**src/rtl/brisc_pkg.sv**
```systemverilog
// Shared types and constants for the brisc pipeline writeback path.
// Opcodes follow the RV32 major-opcode encoding.
package brisc_pkg;

  localparam int XLEN        = 32;
  localparam int REG_BITS    = 5;
  localparam int OPCODE_BITS = 7;

  localparam logic [OPCODE_BITS-1:0] OP_LOAD   = 7'b0000011;
  localparam logic [OPCODE_BITS-1:0] OP_STORE  = 7'b0100011;
  localparam logic [OPCODE_BITS-1:0] OP_BRANCH = 7'b1100011;
  localparam logic [OPCODE_BITS-1:0] OP_IMM    = 7'b0010011;

  typedef struct packed {
    logic [OPCODE_BITS-1:0] opcode;
    logic [REG_BITS-1:0]    rd;
    logic [XLEN-1:0]        alu_result;
    logic [XLEN-1:0]        load_data;
    logic                   xcpt;
    logic [XLEN-1:0]        pc;
  } wb_entry_t;

  typedef enum logic [0:0] {
    RUN       = 1'b0,
    XCPT_HOLD = 1'b1
  } wb_state_e;

  // Stores and branches never produce a register result; x0 is hardwired to zero.
  function automatic logic writes_rf(input logic [OPCODE_BITS-1:0] opcode,
                                     input logic [REG_BITS-1:0]    rd);
    return (rd != {REG_BITS{1'b0}}) && (opcode != OP_STORE) && (opcode != OP_BRANCH);
  endfunction

endpackage

```
**src/rtl/wb_fifo.sv**
```systemverilog
// Completion buffer between memory and writeback stages.
// Power-of-two depth, so pointers wrap by natural overflow.
module wb_fifo import brisc_pkg::*; #(
  parameter int  DEPTH = 2,
  parameter type T     = wb_entry_t
) (
  input  logic                   clk,
  input  logic                   reset,
  input  logic                   push,
  input  logic                   pop,
  input  logic                   flush,
  input  T                       din,
  output T                       head,
  output logic                   full,
  output logic                   empty,
  output logic [$clog2(DEPTH):0] count
);

  localparam int AW = $clog2(DEPTH);
  localparam int CW = AW + 1;

  T                mem_r [DEPTH];
  logic [AW-1:0]   wr_ptr_r;
  logic [AW-1:0]   rd_ptr_r;
  logic [CW-1:0]   count_r;
  logic            do_push;
  logic            do_pop;

  assign full    = (count_r == CW'(DEPTH));
  assign empty   = (count_r == {CW{1'b0}});
  assign count   = count_r;
  assign head    = mem_r[rd_ptr_r];
  assign do_push = push && !full && !flush;
  assign do_pop  = pop && !empty && !flush;

  always_ff @(posedge clk or posedge reset) begin
    if (reset) begin
      wr_ptr_r <= {AW{1'b0}};
      rd_ptr_r <= {AW{1'b0}};
      count_r  <= {CW{1'b0}};
    end else if (flush) begin
      wr_ptr_r <= {AW{1'b0}};
      rd_ptr_r <= {AW{1'b0}};
      count_r  <= {CW{1'b0}};
    end else begin
      if (do_push) wr_ptr_r <= wr_ptr_r + AW'(1);
      if (do_pop)  rd_ptr_r <= rd_ptr_r + AW'(1);
      case ({do_push, do_pop})
        2'b10:   count_r <= count_r + CW'(1);
        2'b01:   count_r <= count_r - CW'(1);
        default: count_r <= count_r;
      endcase
    end
  end

  // Payload storage needs no reset: reads are qualified by empty.
  always_ff @(posedge clk) begin
    if (do_push) mem_r[wr_ptr_r] <= din;
  end

endmodule

```
**src/rtl/writeback_stage.sv**
```systemverilog
// Final pipeline stage: buffers completed instructions, retires them in order to the
// register file, traps the first exception and counts retired instructions.
module writeback_stage import brisc_pkg::*; #(
  parameter int DEPTH    = 2,
  parameter int CNT_BITS = 32
) (
  input  logic                   clk,
  input  logic                   reset,
  input  logic                   flush,
  input  logic                   stall_wb,
  input  logic                   mem_valid,
  output logic                   mem_ready,
  input  logic [OPCODE_BITS-1:0] mem_opcode,
  input  logic [REG_BITS-1:0]    mem_rd,
  input  logic [XLEN-1:0]        mem_alu_result,
  input  logic [XLEN-1:0]        mem_load_data,
  input  logic                   mem_xcpt,
  input  logic [XLEN-1:0]        mem_pc,
  output logic                   rf_enable,
  output logic [REG_BITS-1:0]    rd_wb_out,
  output logic [XLEN-1:0]        data_wb_out,
  output logic [OPCODE_BITS-1:0] opcode_wb_out,
  output logic                   xcpt_out,
  output logic [XLEN-1:0]        xcpt_pc_out,
  output logic [CNT_BITS-1:0]    retired_count
);

  localparam int CW = $clog2(DEPTH) + 1;

  wb_entry_t      in_entry;
  wb_entry_t      head;
  logic           full;
  logic           empty;
  logic [CW-1:0]  count;
  logic           accept;
  logic           commit;
  logic [CW-1:0]  count_next;
  wb_state_e      state_r;
  wb_state_e      next_state;
  logic           ready_r;
  logic [XLEN-1:0]     xcpt_pc_r;
  logic [CNT_BITS-1:0] retired_r;

  assign in_entry = '{opcode: mem_opcode, rd: mem_rd, alu_result: mem_alu_result,
                      load_data: mem_load_data, xcpt: mem_xcpt, pc: mem_pc};

  assign accept = mem_valid && ready_r && !full && !flush;
  assign commit = !empty && !stall_wb && (state_r == RUN) && !flush;

  wb_fifo #(.DEPTH(DEPTH), .T(wb_entry_t)) u_fifo (
    .clk   (clk),
    .reset (reset),
    .push  (accept),
    .pop   (commit),
    .flush (flush),
    .din   (in_entry),
    .head  (head),
    .full  (full),
    .empty (empty),
    .count (count)
  );

  // Next state and next occupancy; flush overrides everything.
  always_comb begin
    next_state = state_r;
    count_next = count;
    case (state_r)
      RUN:       if (commit && head.xcpt) next_state = XCPT_HOLD; else next_state = RUN;
      XCPT_HOLD: next_state = XCPT_HOLD;
      default:   next_state = RUN;
    endcase
    case ({accept, commit})
      2'b10:   count_next = count + CW'(1);
      2'b01:   count_next = count - CW'(1);
      default: count_next = count;
    endcase
    if (flush) begin
      next_state = RUN;
      count_next = {CW{1'b0}};
    end else begin
      next_state = next_state;
    end
  end

  // Head outputs; an empty buffer drives zeros so the regfile port idles cleanly.
  always_comb begin
    rf_enable     = 1'b0;
    xcpt_out      = 1'b0;
    rd_wb_out     = {REG_BITS{1'b0}};
    data_wb_out   = {XLEN{1'b0}};
    opcode_wb_out = {OPCODE_BITS{1'b0}};
    if (!empty) begin
      rd_wb_out     = head.rd;
      opcode_wb_out = head.opcode;
      data_wb_out   = (head.opcode == OP_LOAD) ? head.load_data : head.alu_result;
      rf_enable     = commit && !head.xcpt && writes_rf(head.opcode, head.rd);
      xcpt_out      = commit && head.xcpt;
    end else begin
      rf_enable = 1'b0;
    end
  end

  // State, ready, exception PC and retirement counter registers.
  always_ff @(posedge clk or posedge reset) begin
    if (reset) begin
      state_r   <= RUN;
      ready_r   <= 1'b1;
      xcpt_pc_r <= {XLEN{1'b0}};
      retired_r <= {CNT_BITS{1'b0}};
    end else begin
      state_r <= next_state;
      ready_r <= (count_next < CW'(DEPTH)) && (next_state == RUN);
      if (flush) begin
        xcpt_pc_r <= {XLEN{1'b0}};
      end else if (commit && head.xcpt) begin
        xcpt_pc_r <= head.pc;
      end else begin
        xcpt_pc_r <= xcpt_pc_r;
      end
      if (commit && !head.xcpt) retired_r <= retired_r + CNT_BITS'(1);
    end
  end

  assign mem_ready     = ready_r;
  assign xcpt_pc_out   = xcpt_pc_r;
  assign retired_count = retired_r;

endmodule

```
**config.mk**
```make
export PLATFORM = sky130hd
export DESIGN_NAME = writeback_stage
export DESIGN_NICKNAME = d
export VERILOG_FILES = /design/src/rtl/brisc_pkg.sv /design/src/rtl/wb_fifo.sv /design/src/rtl/writeback_stage.sv
export SDC_FILE = /design/constraint.sdc
export NUM_CORES = 1
export LEC_CHECK = 0
export ABC_AREA = 1
export CORE_UTILIZATION = 48
export DETAILED_ROUTE_END_ITERATION = 6
export PLACE_DENSITY = 0.75
export RECOVER_POWER = 100
export SLEW_MARGIN = 20
export SYNTH_ARGS = -nofsm -noshare
export SYNTH_HDL_FRONTEND = slang
export SYNTH_SLANG_ARGS = --single-unit
```
**constraint.sdc**
```tcl
create_clock -name clk -period 7.05 [get_ports clk]
set_clock_uncertainty 0.2 [all_clocks]
set_input_delay 2.115 -clock clk [delete_from_list [all_inputs] [get_ports clk]]
set_output_delay 2.115 -clock clk [all_outputs]
set_load 0.005 [all_outputs]
```
# Word level (Yosys, flattened, before mapping)
# Memory sizes are Yosys's and may differ from the RTL's.
# Cells that the tools add are included.
# classes
add_sub_neg,5
order_cmp,1
eq_ne,8
n_mux,21
n_bitwise,2
n_reduce_logical,27
# ops
op,count
$mux 32,4
$add 32x1->32 const B,1
$logic_and 1x1->1,16
$mux 1,10
$pmux 2 s2,2
$eq 7x2->1 const B,1
$mux 7,1
$ne 7x6->1 const B,1
$ne 7x7->1 const B,1
$eq 2x2->1 const B,3
$reduce_bool 2->1,3
$logic_not 1->1,5
$mux 5,1
$reduce_bool 5->1,1
$eq 2x1->1 const B,2
$mux 2,2
$reduce_bool 3->1,1
$add 1x1->1 const B,2
$add 2x1->2 const B,1
$logic_not 2->1,1
$lt 2x2->1 const B,1
$not 1->1,2
$pmux 1 s2,1
$sub 2x1->2 const B,1
# word_totals
register_bits,70
mem_bits_rw,218
input_bits,114
out_inout_bits,111
wordCells,72
memories,1
# memory_table
name,depth,word_bits,read_ports,rd_ports_with_merged_regs,wr,line,text
u_fifo.mem_r,2,109,1,0,1,wb_fifo.sv:22,T mem_r [DEPTH];

# Logic depth before layout (Yosys ltp)
# logic_depth
ltp_word,11
depth_mapped,11
ltp_nobuf,11

# Hierarchy
# A second synthesis with hierarchy kept.
# unflattened
hier_cells,1161
area_unflattened_um2,12146.6
# by_module_without_submodules
mod,instances,cells_per_inst,area_each_um2,seq_area_each_um2
wb_fifo,1,609,8187.9,6646.4
writeback_stage,1,552,3958.8,1652.8

# Worst setup path before layout
# No wires, ideal clock.
# synth_timing
kind,input port to flip-flop
from,input flush
to,"memory u_fifo.mem_r[0][0] in the netlist's numbering, enable pin"
setup_ns,0.579
t_arrival_ns,6.993
required_time_ns,6.271
path_slack_ns,-0.721
cell_stages,3
n_path_buf,0
path_cell_list,nor2_1 nand3_1 nor2_1
# synth_between
elab_chain_cells,6
# synth_rtl
item,line,text
from (decl),writeback_stage.sv:9,"input logic flush,"
$logic_not 1->1 (*),"wb_fifo.sv:33, writeback_stage.sv:47",
$logic_and 1x1->1,writeback_stage.sv:47,assign accept = mem_valid && ready_r && !full && !flush;
$logic_and 1x1->1,wb_fifo.sv:33,assign do_push = push && !full && !flush;
$logic_and 1x1->1 (*),wb_fifo.sv:33,
$mux 1 (*),wb_fifo.sv:58,if (do_push) mem_r[wr_ptr_r] <= din;
$mux 1 (not written as such) (*),wb_fifo.sv:58,
to (decl),wb_fifo.sv:22,
# Mark *: on every way between the ends. The rest lies on a longest branch, timed or not.

# Worst setup path after layout
# layout_timing
from,input flush
to,output rf_enable
# layout_between
elab_chain_cells,5
# layout_rtl
item,line,text
$logic_not 1->1,writeback_stage.sv:48,assign commit = !empty && !stall_wb && (state_r == RUN) && !flush;
$logic_and 1x1->1,writeback_stage.sv:48,
$logic_and 1x1->1 (2 in a row),writeback_stage.sv:96,"rf_enable = commit && !head.xcpt && writes_rf(head.opcode, head.rd);"
$mux 1,writeback_stage.sv:92,if (!empty) begin
to (decl),writeback_stage.sv:19,"output logic rf_enable,"
# Every way passes these cells.

==> impl_metrics.ini <==
[job]
maxCapViolCount = 5

[layout]
areaGrowthSynthToFinish_pct = 28.8
regArea_um2 = 8300
multiInputGateArea_um2 = 3100
fin_util_pct = 63.0
nFillCells = 1880
layout-drive-gt1-share_pct = 4.63
mostFrequentLayoutCell = nand2_1
fin_area_um2 = 15300
final_nets = 1350
final_cell_mix = 248 x nand2_1, 218 x edfxtp_1, 215 x dlygate4sd3_1, 134 x nor2_1, 86 x nand3_1

[timing]
slew_viol_final = 311
period_share_pct = 90.1
tns_ps = 0
setup_violations = 0
tightestPinTransition_ps = 2710
rsz0062_at_grt = false
max_freq_mhz = 157
hold_viol = 0
period_needed_ps = 6350
fin_ws_ps = 696
relSlewSlack_pct = -80.5

[pwr]
seqPwrFrac_pct = 44.6
internal_power_mw = 3.45
clkPwrFrac_pct = 31.8
power_mw = 4.82
vdd_ir_drop_max_v = 0.000209
comb_power_share_pct = 23.6
sw_frac_of_total_pct = 28.4
switching_power_mw = 1.37
p_leak_nw = 6.13
powerDensity_nw_per_um2 = 315

[worst_hold_path]
holdCritPathClass = flop to flop
whs_endpoint = retired_count[9]
holdPathStages = 1
hp-start = retired_count[9]

[synthesis]
ys_ff_latch = 288
ys_warn_count = 0
synth_top_family_by_area = simple AND/OR/NAND/NOR gates
ys_seq_area_share_pct = 69.9
synth.net_count = 1127
synth_top_area_cell = edfxtp_1
synth_adder_area_share_pct = 0.527
synthMuxAreaShare_pct = 4.47
synth_compound_area_share_pct = 2.87
avgSynthCellArea_um2 = 11.8
netlist_area_um2 = 11900
synthDistinctLibCells = 34
synthTopCellsByArea = edfxtp_1 55%, dfrtp_1 15%, nand2_1 7.8%, mux2i_1 4.5%, nor2_1 4.1%
synth_simple_gate_area_share_pct = 17.6
synthXorXnorAreaFrac_pct = 0.960
netlist.area_leader.share_pct = 55.2
synthCells = 1008

[place]
portBuffers = 224
dp_hpwl_mm = 16.5
dpl_cell_area_um2 = 14400
pre_cts_ws_ps = 923
gp_congestion = 0.879

[detailed_routing]
routedWlPerCell_um = 16.3
drtIter0Drc = 489
drc = 0
viasPerCell = 5.15
via_count = 8195
dr.pass1.iters = 5
wl_mm = 25.9
ant_nets = 0

[global_routing]
grt_max_degree = 98
grt_first_pass_wirelength_mm = 41.1
globalRouteOverflowTotal = 0
antenna_found_initial = 18
grt_use_total_pct = 20.5
grt_pass1_vias = 8108

[critical_path]
worstPathArrival_ps = 4040
r2r_cells = 7
rr_startpoint = u_fifo.rd_ptr_r
start_kind = input port
crit_fanout = 5
crit_type = input port to output port
reg2reg_slack_ps = 1980
regToRegEndpoint = xcpt_pc_out[3]
endpoint_kind = output port
required_ps = 4740

[clock_tree]
cts_setup_buffers = 0
numCtsBuffers = 30
cts_buffer_depth = 3
clkLatencyLatePin_ps = 540
cts-root-buf = clkbuf_16
cts_hold_buf = 0
cts.sinks = 288
htreeDepth = 1
ctsResizeCount = 0
cts_tree = built
clk_pin_slew_ps = 60

[run_status]
status = finished with violations
violations = max-capacitance violations, max-slew violations

[die]
rows = 57
die_area_um2 = 25400
start_util_pct = 48.9
die_x_um = 159
io_pins = 225
die_y_um = 159
coreArea_um2 = 24200
## worst max-delay path by stage
stage                     startpoint              endpoint  slack, ps  cells after the start
after floorplan                flush    u_fifo.mem_r[0][0]       -720                      3
after global routing           flush  u_fifo.mem_r[1][108]        400                      5
after CTS                      flush             rf_enable        920                      7
final                          flush             rf_enable        700                      7
after global placement         flush             rf_enable        920                      7
after detailed placement       flush             rf_enable        920                      7
## power groups by stage
| stage | Combinational, mW | Clock, mW | Sequential [mW] |
|---|---|---|---|
| floorplan | 0.675 | 0 | 2.14 |
| global placement | 1.22 | 0 | 2.17 |
| detailed placement | 1.23 | 0 | 2.18 |
| CTS | 1.24 | 1.56 | 2.15 |
| global route | 1.26 | 1.61 | 2.17 |
| finish | 1.14 | 1.53 | 2.15 |
## through the flow
step,hold slack (ps),cells
2_1_floorplan,270,1008
3_5_place_dp,280,1523
5_1_grt,315,1588
6_report,296,1590
4_1_cts,302,1578
3_3_place_gp,284,1523
## metal layers
metal	vias up	GRT usage (%)	share of wire [%]
met5	-	0	0.27
met4	12	7.65	2.9
met3	66	6.02	7.8
met2	286	35.6	50
met1	3901	24.1	39
li1	3930	-	-
## Yosys cell counts, drive strengths merged
cell type,count
mux2i,53
xnor2,6
dfrtp,69
ha,5
o21bai,1
buf,36
a21oi,8
o22ai,1
or2,1
a22oi,1
nand3b,6
xor2,7
nand2,248
clkbuf,6
o31ai,12
nor2,137
nand3,87
edfxtp,218
inv,52
nor3,5
o21ai,34
dfstp,1
nand4,13
a21o,1
## registers in the layout, summed over array words and instances (netlist names)
signal	flops
u_fifo.mem_r	218
retired_count	32
xcpt_pc_out	32
u_fifo.count	2
mem_ready	1
state_r	1
u_fifo.rd_ptr_r	1
u_fifo.wr_ptr_r	1
## cell type report
cell class                      count  area share [%]
Multi-Input combinational cell    626            20.3
Antenna cell                       12           0.196
Timing Repair Buffer              233            15.0
Sequential cell                   288            54.3
Clock inverter                     18            1.09
Clock buffer                       37            5.22
Inverter                           52            1.28
Tap cell                          324            2.65
## critical path, stage by stage
cell	delay (ps)
dlygate4sd3_1	580
nor2_1	100
nand2_1	160
nor2_1	230
o21ai_0	150
nor2_1	120
dlygate4sd3_1	580
## cells by family after synthesis
kind of cell               Yosys count
xor gates and xnor gates            13
adders and majority gates            5
AOI/OAI and AO/OA                   58
muxes                               53
DFF                                288
buffers and inverters               94
and+or+nand+nor                    497
(Power assumes the default switching activity.)
